### config.mk
export PLATFORM = sky130hd
export DESIGN_NAME = pwm_capture
export DESIGN_NICKNAME = d
export VERILOG_FILES = /design/src/rtl/pwm_capture.sv
export SDC_FILE = /design/constraint.sdc
export NUM_CORES = 1
export LEC_CHECK = 0
export CORE_MARGIN = 4
export CORE_UTILIZATION = 55
export CTS_BUF_LIST = sky130_fd_sc_hd__clkbuf_4
export DETAILED_ROUTE_END_ITERATION = 10
export DONT_BUFFER_PORTS = 1
export GPL_TIMING_DRIVEN = 0
export PLACE_DENSITY_LB_ADDON = 0.12
export SYNTH_ARGS = -nofsm -noshare
export SYNTH_HDL_FRONTEND = slang
export SYNTH_SLANG_ARGS = --single-unit
### constraint.sdc
create_clock -name clk1ms -period 6.01 [get_ports clk1ms]
set_input_delay 1.202 -clock clk1ms [delete_from_list [all_inputs] [get_ports clk1ms]]
set_output_delay 1.202 -clock clk1ms [all_outputs]
set_load 0.02 [all_outputs]
### src/rtl/pwm_capture.sv
`timescale 1ns/1ps
// pwm_capture: measures high time and period of a PWM input sampled on clk1ms.
// Define PWM_CAPTURE_GLITCH_FILTER_EN to add a third sync flop and reject 1-cycle pulses.
module pwm_capture #(
  parameter int CNT_W   = 8,
  parameter int TIMEOUT = 200
) (
  input  logic             clk1ms,
  input  logic             reset,
  input  logic             pwm_in,
  input  logic             enable,
  output logic [CNT_W-1:0] high_time,
  output logic [CNT_W-1:0] period,
  output logic             valid,
  output logic             timeout,
  output logic [1:0]       state
);

  typedef enum logic [1:0] {
    IDLE = 2'b00,
    ARM  = 2'b01,
    HIGH = 2'b10,
    LOW  = 2'b11
  } state_e;

  localparam logic [CNT_W-1:0] CNT_MAX   = '1;
  localparam logic [CNT_W-1:0] CNT_ONE   = {{(CNT_W-1){1'b0}}, 1'b1};
  localparam logic [CNT_W-1:0] IDLE_LAST = CNT_W'(TIMEOUT - 1);

`ifdef PWM_CAPTURE_GLITCH_FILTER_EN
  localparam int SYNC_N = 3;
`else
  localparam int SYNC_N = 2;
`endif

  logic [SYNC_N-1:0] sync_q;
  logic              s_prev_q;
  logic              s_in;
  logic              rise;
  logic              fall;

  state_e            state_q, state_d;
  logic [CNT_W-1:0]  hcnt_q, hcnt_d;
  logic [CNT_W-1:0]  pcnt_q, pcnt_d;
  logic [CNT_W-1:0]  idle_q, idle_d;
  logic [CNT_W-1:0]  high_time_q, high_time_d;
  logic [CNT_W-1:0]  period_q, period_d;
  logic              valid_q, valid_d;
  logic              timeout_q, timeout_d;

  always_ff @(posedge clk1ms or posedge reset) begin
    if (reset) begin
      sync_q   <= '0;
      s_prev_q <= 1'b0;
    end else begin
      sync_q   <= {sync_q[SYNC_N-2:0], pwm_in};
      s_prev_q <= s_in;
    end
  end

`ifdef PWM_CAPTURE_GLITCH_FILTER_EN
  // Level only moves once two consecutive synchronized samples agree.
  assign s_in = (sync_q[1] == sync_q[2]) ? sync_q[1] : s_prev_q;
`else
  assign s_in = sync_q[1];
`endif

  assign rise = s_in & ~s_prev_q;
  assign fall = ~s_in & s_prev_q;

  function automatic logic [CNT_W-1:0] sat_inc(input logic [CNT_W-1:0] v);
    return (v == CNT_MAX) ? v : v + 1'b1;
  endfunction

  always_ff @(posedge clk1ms or posedge reset) begin
    if (reset) begin
      state_q     <= IDLE;
      hcnt_q      <= '0;
      pcnt_q      <= '0;
      idle_q      <= '0;
      high_time_q <= '0;
      period_q    <= '0;
      valid_q     <= 1'b0;
      timeout_q   <= 1'b0;
    end else begin
      state_q     <= state_d;
      hcnt_q      <= hcnt_d;
      pcnt_q      <= pcnt_d;
      idle_q      <= idle_d;
      high_time_q <= high_time_d;
      period_q    <= period_d;
      valid_q     <= valid_d;
      timeout_q   <= timeout_d;
    end
  end

  always_comb begin
    state_d     = state_q;
    hcnt_d      = hcnt_q;
    pcnt_d      = pcnt_q;
    idle_d      = idle_q;
    high_time_d = high_time_q;
    period_d    = period_q;
    valid_d     = 1'b0;
    timeout_d   = timeout_q;

    if (!enable) begin
      state_d   = IDLE;
      hcnt_d    = '0;
      pcnt_d    = '0;
      idle_d    = '0;
      timeout_d = 1'b0;
    end else if (state_q == IDLE) begin
      state_d = ARM;
    end else if (!rise && !fall && idle_q == IDLE_LAST) begin
      // Input went quiet: abandon the partial measurement but keep the last result.
      timeout_d = 1'b1;
      state_d   = ARM;
      hcnt_d    = '0;
      pcnt_d    = '0;
      idle_d    = '0;
    end else begin
      idle_d = (rise || fall) ? '0 : idle_q + 1'b1;
      case (state_q)
        ARM: begin
          if (rise) begin
            state_d   = HIGH;
            hcnt_d    = CNT_ONE;
            pcnt_d    = CNT_ONE;
            timeout_d = 1'b0;
          end
        end
        HIGH: begin
          if (fall) begin
            state_d = LOW;
            pcnt_d  = sat_inc(pcnt_q);
          end else begin
            hcnt_d = sat_inc(hcnt_q);
            pcnt_d = sat_inc(pcnt_q);
          end
        end
        LOW: begin
          if (rise) begin
            high_time_d = hcnt_q;
            period_d    = pcnt_q;
            valid_d     = 1'b1;
            hcnt_d      = CNT_ONE;
            pcnt_d      = CNT_ONE;
            state_d     = HIGH;
            timeout_d   = 1'b0;
          end else begin
            pcnt_d = sat_inc(pcnt_q);
          end
        end
        default: ;
      endcase
    end
  end

  assign high_time = high_time_q;
  assign period    = period_q;
  assign valid     = valid_q;
  assign timeout   = timeout_q;
  assign state     = state_q;

endmodule

# Word-level counts from Yosys, hierarchy flattened
# Index checks and enable logic that the tools add are counted.
# Widths: inputs -> output; s select.
[word_totals] reg_bits=47 input_bits=4 out_inout_bits=20 word_cells=82
[op_classes] addsub=3 n_eq_ne=18 n_mux=33 bitwise=6 reduce_logical=12
[op_table] op="$mux 8" count=15
[op_table] op="$add 8x1->8 const B" count=3
[op_table] op="$eq 8x8->1 const B" count=3
[op_table] op="$pmux 8 s3" count=1
[op_table] op="$pmux 8 s2" count=1
[op_table] op="$ne 4x4->1 const B" count=3
[op_table] op="$mux 1" count=10
[op_table] op="$mux 2" count=5
[op_table] op="$ne 5x2->1 const B" count=2
[op_table] op="$reduce_and 5->1" count=2
[op_table] op="$reduce_and 3->1" count=3
[op_table] op="$ne 4x2->1 const B" count=2
[op_table] op="$ne 5x1->1 const B" count=1
[op_table] op="$ne 5x5->1 const B" count=1
[op_table] op="$eq 2x2->1 const B" count=2
[op_table] op="$not 1->1" count=4
[op_table] op="$pmux 2 s2" count=1
[op_table] op="$ne 3x1->1 const B" count=1
[op_table] op="$ne 3x2->1 const B" count=1
[op_table] op="$and 1x1->1" count=2
[op_table] op="$eq 2x1->1 const B" count=1
[op_table] op="$logic_and 1x1->1" count=2
[op_table] op="$logic_not 1->1" count=2
[op_table] op="$logic_not 2->1" count=1
[op_table] op="other kinds (3)" count=3

# Depth between registers and ports, before layout
# Gate-level depths: netlist of the first run.
[logic_depth] ltp_word=8 mapped_depth=8 ltp_nobuf=7

# Worst setup path after synthesis of the first run
# No wires, ideal clock.
[synth_timing] path_type="in2reg" start="in enable" end="reg hcnt_q[3]" setup_time_ps=78 t_arrival_ps=2321 required_ps=5932 setup_slack_ps=3611 cell_stages=6 n_path_buf=1 cell_sequence="inv_1 > a211o_1 > a221oi_2 > buf_4 > o21ai_0 > a21oi_1"
[synth_between] elab_chain_cells=2 elab_cells_between_ends=7 cone_classes="eq/ne (5); mux (1); reduce/logical (1)"
[synth_lines] element="start, declared" line_no="11" source="input logic enable,"
[synth_lines] element="$ne 4x4->1 (no source line), or another cell as far along"
[synth_lines] element="$reduce_and 5->1 (no source line)"
[synth_lines] element="end signal, assigned" line_no="87" source="hcnt_q <= hcnt_d;"
[synth_lines] element="end, declared" line_no="43" source="logic [CNT_W-1:0] hcnt_q, hcnt_d;"
# Several ways; a longest one is shown, not always the timed one.
# A chain may end at the register's enable or synchronous reset.

# Final worst setup path of the first run
[layout_timing] start="reg sync_q[1]" end="reg hcnt_q[4]"
[layout_between] elab_chain_cells=8 elab_cells_between_ends=15 cone_classes="eq/ne (4); mux (3); bitwise (3); reduce/logical (5)"
[layout_lines] element="start, declared" line_no="36" source="logic [SYNC_N-1:0] sync_q;"
[layout_lines] element="start signal, assigned" line_no="56" source="sync_q <= {sync_q[SYNC_N-2:0], pwm_in};"
[layout_lines] element="parallel branches: the longest is 8 deep, another holds $reduce_and 5->1"
# Parallel ways; which one is timed is not known. The select of a mux whose other input is x is not followed.

==> out/metrics.csv, run 1 <==
stage,metric,value,unit
status,outcome,"finished, final reports clean",
synthesis,ys_ff_latch,47,
global_routing,grtUsageMet1,25.52,%
cts,post_cts_resized,0,
drt,wire_per_inst,15.95,um
worst_setup_path,cp-startpoint,sync_q[1],
worst_setup_path,reg2reg_from,sync_q[1],
pwr,peakVddDrop,0.1367,mV
hold_path,min_path_type,flip-flop to flip-flop,
worst_setup_path,cp.arrival,2710,ps
drt,post_drt_via_cell_ratio,6.075,
place,globalplace.congestion,0.8149,
place,portBuffers,0,
global_routing,met3_usage,5.330,%
cts,clock-sinks,47,
global_routing,grt_busiest_layer,met2,
worst_setup_path,critPathKind,flip-flop to flip-flop,
floorplanning,io_pins,24,
sta,slew-limit-headroom,54.09,%
drt,drt.antenna.violating_nets,0,
place,detailed_place_hpwl,3134,um
sta,setup_viol,0,
worst_setup_path,cp-start-kind,flip-flop,
cells_and_area,diodes,0,
worst_setup_path,path_max_fanout,10,
drt,firstDrtPassIters,4,
synthesis,synthesis.instances,210,
worst_setup_path,cp.required,6310,ps
sta,finalCritPeriodShare,40.12,%
global_routing,gr-usage-met2,28.88,%
synthesis,yosysSeqAreaShare,52.43,%
cells_and_area,fillers,320,
sta,hold_viol,0,
sta,slew_viol_final,0,
synthesis,synth_top_area_cell,dfrtp_1,
floorplanning,start_util,59.06,%
worst_setup_path,rrSetupSlack,3600,ps
flow_run,maxCapViolCount,0,
pwr,p_total,0.5579,mW
global_routing,grt_pass1_wl,7562,um
pwr,leakagePower,1.044,nW
synthesis,yosys_warnings,0,
cells_and_area,area_delta_synth_final,6.135,%
global_routing,grt_pass1_vias,1588,
drt,initialDrtViolationCount,167,
global_routing,grt_overflow,0,
drt,drc,0,
drt,wl,4259,um
sta,worst_pin_slew,687.3,ps
cts,cts_tree,done,
cells_and_area,nets,227,
synthesis,yosysUniqueCellTypes,43,
floorplanning,dieArea,0.005165,mm2
sta,min_period,2411,ps
synthesis,synth-edff-count,0,
drt,vias,1622,
cts,htreeDepth,2,
floorplanning,die_y,71.87,um
synthesis,avgSynthCellArea,10.68,um2
global_routing,antenna_found_initial,0,
cells_and_area,drive_above_1_share,15.98,%
synthesis,synth-main-ff-cell,dfrtp_1,
sta,finClkSkew,15.94,ps
cts,clockRootBuffer,clkbuf_4,
cts,cts_setup_buffers,0,
cts,holdBufCountCts,0,
cts,cts_buffers,5,
worst_setup_path,r2r_cells,8,
sta,fmax,414.7,MHz
sta,rsz0062_at_grt,no,
synthesis,syn_area,0.002243,mm2
synthesis,synthTopCellsByArea,"dfrtp_1, mux2_2, nand2_1",
floorplanning,rows,22,
worst_setup_path,endpoint_kind,flip-flop,
floorplanning,die_w,71.87,um
cts,worstSkewPairLatency,360,ps
global_routing,grt_usage,18.43,%
pwr,power.density,234.3,mW/mm2
floorplanning,core,0.003799,mm2
worst_setup_path,crit_end,hcnt_q[4],
global_routing,grt_max_degree,31,
sta,fin_tns_setup,0,ps
cts,clockBufferDepth,2,
worst_setup_path,r2r-end,hcnt_q[4],
synthesis,async_flop_share,100.0,%
synthesis,syn-num-nets,219,
cts,clk_pin_slew,140,ps
synthesis,synth.top_cell.area_share,52.43,%
[area by class of cell]
| type | count | area (um2) | share of cell area, % |
|---|---|---|---|
| Clock inverter | 2 | 12.51 | 0.5255 |
| Inverter | 8 | 30.03 | 1.261 |
| Buffer | 6 | 28.78 | 1.209 |
| Clock buffer | 6 | 45.04 | 1.892 |
| Timing Repair Buffer | 1 | 20.02 | 0.8408 |
| Tap cell | 48 | 60.06 | 2.522 |
| Sequential cell | 47 | 1176 | 49.40 |
| Multi-Input combinational cell | 149 | 1008 | 42.35 |
[worst max-delay path: stages (launching register included)]
cell and delay (ps):
dfrtp_1 410, inv_1 60, ha_1 350, and4_1 270, a211o_1 310, a221oi_2 450, buf_4 250, o21ai_0 120
a21oi_1 140
[Yosys cell counts (all sizes together) (2+ instances only)]
cell type	n
and4	2
dfrtp	47
a21oi	14
nor2b	3
nand4	5
xnor2	4
a2111oi	2
buf	3
mux2	16
or3	3
nor3b	2
nor2	15
o21a	2
nand2b	2
clkbuf	3
ha	5
nand3	10
o31ai	8
inv	8
nor3	4
a41o	2
o21ai	12
or4	3
nand2	19
[metrics by stage]
stage | cell area (um2) | utilization, % | hold slack, ps | instances | worst slack [ps]
final | 2381 | 62.68 | 368.4 | 267 | 3599
after global routing | 2381 | 62.68 | 397.0 | 267 | 3401
after CTS | 2381 | 62.68 | 373.0 | 267 | 3561
after detailed placement | 2323 | 61.17 | 341.8 | 259 | 3347
after global placement | 2303 | 60.64 | 335.6 | 258 | 3274
after floorplan | 2243 | - | 331.2 | 210 | 3611
[cell families (layout without fill, tap and decap cells)]
group / Yosys count / after routing / synth area share (%)
AND/OR/NAND/NOR: 74 / 74 / 17.62
AO/OA/AOI/OAI: 49 / 49 / 14.56
flip-flops: 47 / 47 / 52.43
multiplexers: 16 / 16 / 8.031
buffers and inverters: 14 / 23 / 2.621
adder cells (fa/ha/maj): 5 / 5 / 2.789
XOR/XNOR: 5 / 5 / 1.952
[state kept, by name, indices dropped and copies added (netlist names), 2 cells and up]
| name | cells |
|---|---|
| hcnt_q | 8 |
| high_time | 8 |
| idle_q | 8 |
| pcnt_q | 8 |
| period | 8 |
| state | 2 |
| sync_q | 2 |
[worst min path at each step]
stage / depth (start not counted) / to / start / slack [ps]
after detailed placement: 0 / sync_q[1] / sync_q[0] / 340
after global placement: 0 / sync_q[1] / sync_q[0] / 340
final: 0 / sync_q[1] / sync_q[0] / 370
after CTS: 0 / sync_q[1] / sync_q[0] / 370
after global routing: 0 / sync_q[1] / sync_q[0] / 400
after floorplan: 0 / sync_q[1] / sync_q[0] / 330
[power by group]
part / internal [mW] / leakage, nW / switching, mW
logic: 0.0231 / 0.373 / 0.0361
clock network: 0.0498 / 0.0317 / 0.0962
registers: 0.330 / 0.640 / 0.0227
total: 0.403 / 1.04 / 0.155
[layout by cell type, fill, tap and decap left out, types with 3 or more instances in the layout]
cell type / n
nor2b_1: 3
nand3_1: 10
or4_1: 3
nand2_1: 19
nor2_1: 14
nand4_1: 5
mux2_2: 16
dfrtp_1: 47
clkbuf_4: 6
ha_1: 5
o31ai_1: 8
inv_1: 7
nor3_1: 4
o21ai_0: 12
xnor2_1: 4
a21oi_1: 14
clkbuf_1: 3
or3_1: 3
[layer usage]
metal | wire [um] | vias to the layer above
met3 | 203 | 5
met4 | 35 | 0
met2 | 2065 | 23
met5 | 0 | -
met1 | 1955 | 806
li1 | - | 788
Note: power is estimated with default switching activity, not from simulation.
==> inputs of run 2 (changes only) <==
clock period = 2.3 ns   (was 6.01 ns; I/O delays follow)
==> out/metrics.csv, run 2 (synthesized netlist as in run 1, its figures left out) <==
stage,metric,value,unit,change
cells_and_area,nets,229,,+0.88%
cells_and_area,final_cell_mix,"dfrtp_1, nand2_1, mux2_2",,
cts,clk_pin_slew,140,ps,about the same
hold_path,min_path_type,input pin to flip-flop,,
sta,fmax,458.5,MHz,+11%
cts,cts_buffers,5,,unchanged
worst_setup_path,reg2reg_from,sync_q[1],,
cts,clockRootBuffer,clkbuf_4,,
drt,firstDrtPassIters,4,,unchanged
floorplanning,die_y,71.87,um,unchanged
sta,hold_viol,0,,unchanged
cts,cts_tree,done,,
cells_and_area,seq_area,0.001176,mm2,unchanged
worst_setup_path,cp-start-kind,flip-flop,,
cells_and_area,stdcell_count,269,,+0.75%
sta,setup_viol,0,,unchanged
cts,clock-sinks,47,,unchanged
cells_and_area,drive_above_1_share,19.00,%,+3.0 points
drt,wl,4410,um,+3.5%
global_routing,grt_overflow,0,,unchanged
worst_setup_path,r2r-end,hcnt_q[7],,
global_routing,grt_max_degree,31,,unchanged
worst_setup_path,critPathKind,flip-flop to flip-flop,,
sta,worst_pin_slew,686.3,ps,-0.9794 ps
sta,finClkSkew,11.41,ps,-4.530 ps
floorplanning,rows,22,,unchanged
pwr,p_total,1.476,mW,+160%
sta,min_period,2181,ps,-230.2 ps
flow_run,maxCapViolCount,0,,unchanged
cts,htreeDepth,2,,unchanged
hold_path,hold_depth,0,,unchanged
drt,drc,0,,unchanged
global_routing,grt_usage,18.79,%,+0.36 points
global_routing,grt_pass1_wl,7700,um,+1.8%
worst_setup_path,endpoint_kind,flip-flop,,
drt,vias,1653,,+1.9%
sta,finalCritPeriodShare,94.83,%,+55 points
drt,drt.antenna.violating_nets,0,,unchanged
place,globalplace.congestion,0.8149,,unchanged
cts,worstSkewPairLatency,360,ps,about the same
cts,clockBufferDepth,2,,unchanged
place,placed_cells_incl_taps,259,,unchanged
worst_setup_path,cp.arrival,2480,ps,-230 ps
pwr,peakVddDrop,0.3708,mV,+170%
sta,slew-limit-headroom,54.16,%,+0.065 points
floorplanning,io_pins,24,,unchanged
place,detailed_place_hpwl,3134,um,unchanged
global_routing,antenna_found_initial,0,,unchanged
drt,wire_per_inst,16.39,um,+2.8%
worst_setup_path,r2r_cells,8,,unchanged
cells_and_area,final_common_cell,dfrtp_1,,
drt,post_drt_via_cell_ratio,6.145,,+1.2%
pwr,power.density,604.1,mW/mm2,+160%
global_routing,grt_pass1_vias,1604,,+1.0%
cells_and_area,area_delta_synth_final,8.868,%,
floorplanning,start_util,59.06,%,unchanged
drt,initialDrtViolationCount,179,,+7.2%
floorplanning,dieArea,0.005165,mm2,unchanged
worst_setup_path,crit_end,hcnt_q[7],,
cells_and_area,diodes,0,,unchanged
cells_and_area,fillers,312,,-2.5%
cells_and_area,fin_util,64.30,%,+1.6 points
worst_setup_path,rrSetupSlack,120,ps,-3480 ps
pwr,leakagePower,1.061,nW,+1.6%
floorplanning,die_w,71.87,um,unchanged
cells_and_area,multiInputGateArea,0.001045,mm2,+3.6%
worst_setup_path,cp-startpoint,sync_q[1],,
floorplanning,core,0.003799,mm2,unchanged
place,portBuffers,0,,unchanged
sta,hold_slack,117.7,ps,-250.6 ps
sta,slew_viol_final,0,,unchanged
worst_setup_path,cp.required,2600,ps,-3710 ps
worst_setup_path,path_max_fanout,6,,-4
status,outcome,"finished, final reports clean",,
==> run 2: cell count changes in the layout (fill, tap and decap cells not counted), sizes merged <==
cell and delta:
buf +1, dlygate4sd3 +1
==> run 2: power by group <==
part,internal [mW],switching (mW)
Combinational,0.0715,0.100
Sequential,0.863,0.0596
Clock,0.130,0.251
==> run 2: repair_timing <==
action,4_1_cts,5_1_grt
pin swaps,1,1
gates resized for setup,3,5
hold buffers,1,0
buffers inserted,1,1
cloned,0,0
endpoints found under the setup margin,22,29
hold endpoints to repair,17,0
==> run 2: layer usage <==
layer	part of all wire, %	up-vias	GRT usage (%)
li1	-	792	-
met2	49	43	29.49
met4	0.77	0	3.967
met3	5.5	4	5.330
met1	45	814	26.06
met5	0	-	0
==> run 2: metrics by stage <==
step	cell area (um2)	setup WS (ps)	TNS, ps
floorplan	2243	242.0	0
global placement	2303	-18.00	-173.5
detailed placement	2323	-122.1	-1298
CTS	2409	31.87	0
global route	2442	-2.955	-5.737
finish	2442	118.8	0
==> run 2: worst min-delay path by stage <==
stage / startpoint / to / slack [ps]
finish: pwm_in / sync_q[0] / 120
global route: pwm_in / sync_q[0] / 70
CTS: pwm_in / sync_q[0] / 100
detailed placement: sync_q[0] / sync_q[1] / 340
global placement: sync_q[0] / sync_q[1] / 340
floorplan: sync_q[0] / sync_q[1] / 330
==> run 2: area by class of cell <==
class / instances / area share (%)
sequential: 47 / 48.16
multi-input combinational: 149 / 42.78
tap: 48 / 2.459
clock buffer: 6 / 1.844
timing repair buffer: 4 / 1.844
inverter: 8 / 1.230
buffer: 5 / 1.178
clock inverter: 2 / 0.5123
==> run 2: critical path: stages, from the launching register on <==
cell and delay [ps]:
dfrtp_1 400, inv_1 90, ha_4 290, and4_4 250, a211o_1 210, a221oi_4 90, buf_4 170, or4_1 470
a21oi_1 150
==> inputs of run 3 (changes only) <==
CAP_MARGIN = 20   (was unset)
CORE_ASPECT_RATIO = 1.75   (was unset)
PLACE_DENSITY = 0.67   (was unset)
PLACE_DENSITY_LB_ADDON = unset   (was 0.12)
==> out/metrics.csv, run 3 (synthesized netlist as in run 1, its figures left out) <==
stage,metric,value,unit,change
cts,clockBufferDepth,2,,unchanged
cells_and_area,final_cell_mix,"dfrtp_1, nand2_1, mux2_2",,
drt,post_drt_via_cell_ratio,6.045,,-1.6%
worst_setup_path,reg2reg_from,sync_q[1],,
cts,cts_tree,done,,
sta,rsz0062_at_grt,no,,
flow_run,maxCapViolCount,0,,unchanged
cts,htreeDepth,2,,unchanged
drt,initialDrtViolationCount,34,,-81%
floorplanning,die_w,56.28,um,-22%
cells_and_area,fillers,330,,+5.8%
hold_path,min_path_type,input pin to flip-flop,,
place,detailed_place_hpwl,3451,um,+10%
status,outcome,"finished, final reports clean",,
sta,finClkSkew,6.045,ps,-5.368 ps
cells_and_area,diodes,0,,unchanged
drt,drc,0,,unchanged
worst_setup_path,path_max_fanout,6,,unchanged
sta,slew-limit-headroom,56.07,%,+1.9 points
place,globalplace.congestion,0.8672,,+6.4%
worst_setup_path,critPathKind,flip-flop to flip-flop,,
drt,wl,4538,um,+2.9%
drt,drt.antenna.violating_nets,0,,unchanged
drt,firstDrtPassIters,4,,unchanged
worst_setup_path,cp-start-kind,flip-flop,,
cts,clock-sinks,47,,unchanged
cts,clockRootBuffer,clkbuf_4,,
sta,hold_viol,0,,unchanged
cells_and_area,final_common_cell,dfrtp_1,,
sta,fin_tns_setup,0,ps,unchanged
pwr,p_total,1.456,mW,-1.3%
cts,clk_pin_slew,130,ps,about the same
sta,setup_viol,0,,unchanged
cells_and_area,multiInputGateArea,0.001054,mm2,+0.84%
cts,cts_buffers,5,,unchanged
sta,slew_viol_final,0,,unchanged
worst_setup_path,cp.arrival,2480,ps,about the same
sta,worst_pin_slew,657.6,ps,-28.68 ps
cells_and_area,area_delta_synth_final,8.533,%,
worst_setup_path,cp.required,2590,ps,about the same
global_routing,grt_pass1_vias,1685,,+5.0%
floorplanning,start_util,57.47,%,-1.6 points
drt,wire_per_inst,16.93,um,+3.3%
worst_setup_path,endpoint_kind,flip-flop,,
floorplanning,dieArea,0.005205,mm2,+0.78%
global_routing,grt_overflow,0,,unchanged
sta,min_period,2184,ps,+2.954 ps
sta,fmax,457.9,MHz,-0.14%
cells_and_area,seq_area,0.001176,mm2,unchanged
cells_and_area,nets,228,,-0.44%
pwr,peakVddDrop,0.3686,mV,-0.60%
hold_path,hold_start,pwm_in,,
drt,vias,1620,,-2.0%
floorplanning,die_y,92.49,um,+29%
floorplanning,io_pins,24,,unchanged
sta,finalCritPeriodShare,94.96,%,+0.13 points
place,portBuffers,0,,unchanged
global_routing,grt_max_degree,27,,-13%
global_routing,antenna_found_initial,0,,unchanged
cts,worstSkewPairLatency,360,ps,about the same
floorplanning,core,0.003904,mm2,+2.8%
floorplanning,rows,30,,+36%
global_routing,grt_pass1_wl,7707,um,about the same
worst_setup_path,cp-startpoint,sync_q[1],,
pwr,power.density,597.9,mW/mm2,-1.0%
global_routing,grt_usage,18.87,%,+0.083 points
cells_and_area,fin_util,62.37,%,-1.9 points
pwr,leakagePower,1.050,nW,-0.99%
cells_and_area,drive_above_1_share,17.73,%,-1.3 points
-- run 3: timing repair --
action	4_1_cts	5_1_grt
hold endpoints to repair	21	0
setup buffers	1	0
resized for setup	3	7
hold buffers	1	0
setup endpoints to repair	17	22
pin swaps	1	1
-- run 3: worst paths after layout --
check	cells past startpoint	slack (ps)	to
hold reg to reg	0	380	sync_q[1]
setup reg to reg	8	120	hcnt_q[5]
min in group asynchronous	2	560	high_time[5]
max in group asynchronous	3	1240	idle_q[5]
setup / recovery	8	120	hcnt_q[5]
hold / removal	0	120	sync_q[0]
-- run 3: worst max-delay path, cell delays in order (launching register included) --
cell and delay [ps]:
dfrtp_1 390, inv_1 80, ha_4 290, and4_1 260
a211o_1 230, a221oi_4 90, buf_4 160, or4_1 470
a21oi_1 160
-- run 3: through the flow --
| step | cells | cell area (um2) | hold slack [ps] | worst slack, ps |
|---|---|---|---|---|
| after CTS | 269 | 2412 | 96.74 | 39.66 |
| after global placement | 258 | 2303 | 335.3 | -83.96 |
| after global routing | 268 | 2435 | 85.56 | 14.25 |
| final | 268 | 2435 | 118.5 | 115.9 |
| after detailed placement | 259 | 2323 | 361.5 | -128.6 |
| after floorplan | 210 | 2243 | 331.2 | 242.0 |
-- run 3: layout make-up --
| cell class | instances | area share, % |
|---|---|---|
| Sequential cell | 47 | 48.30 |
| Multi-Input combinational cell | 149 | 43.27 |
| Tap cell | 48 | 2.467 |
| Clock buffer | 5 | 1.542 |
| Timing Repair Buffer | 3 | 1.542 |
| Inverter | 8 | 1.233 |
| Buffer | 5 | 1.028 |
| Clock inverter | 3 | 0.6166 |
-- run 3: routing by layer --
metal / GRT usage [%] / vias up / wire (um)
met4: 9.901 / 0 / 133
met1: 19.87 / 797 / 1700
met5: 0 / - / 0
met3: 3.068 / 8 / 112
met2: 34.96 / 25 / 2591
li1: - / 790 / -
-- run 3: power by group --
| group | switching [mW] | internal, mW |
|---|---|---|
| sequential | 0.0585 | 0.863 |
| clock | 0.253 | 0.112 |
| combinational | 0.0997 | 0.0696 |
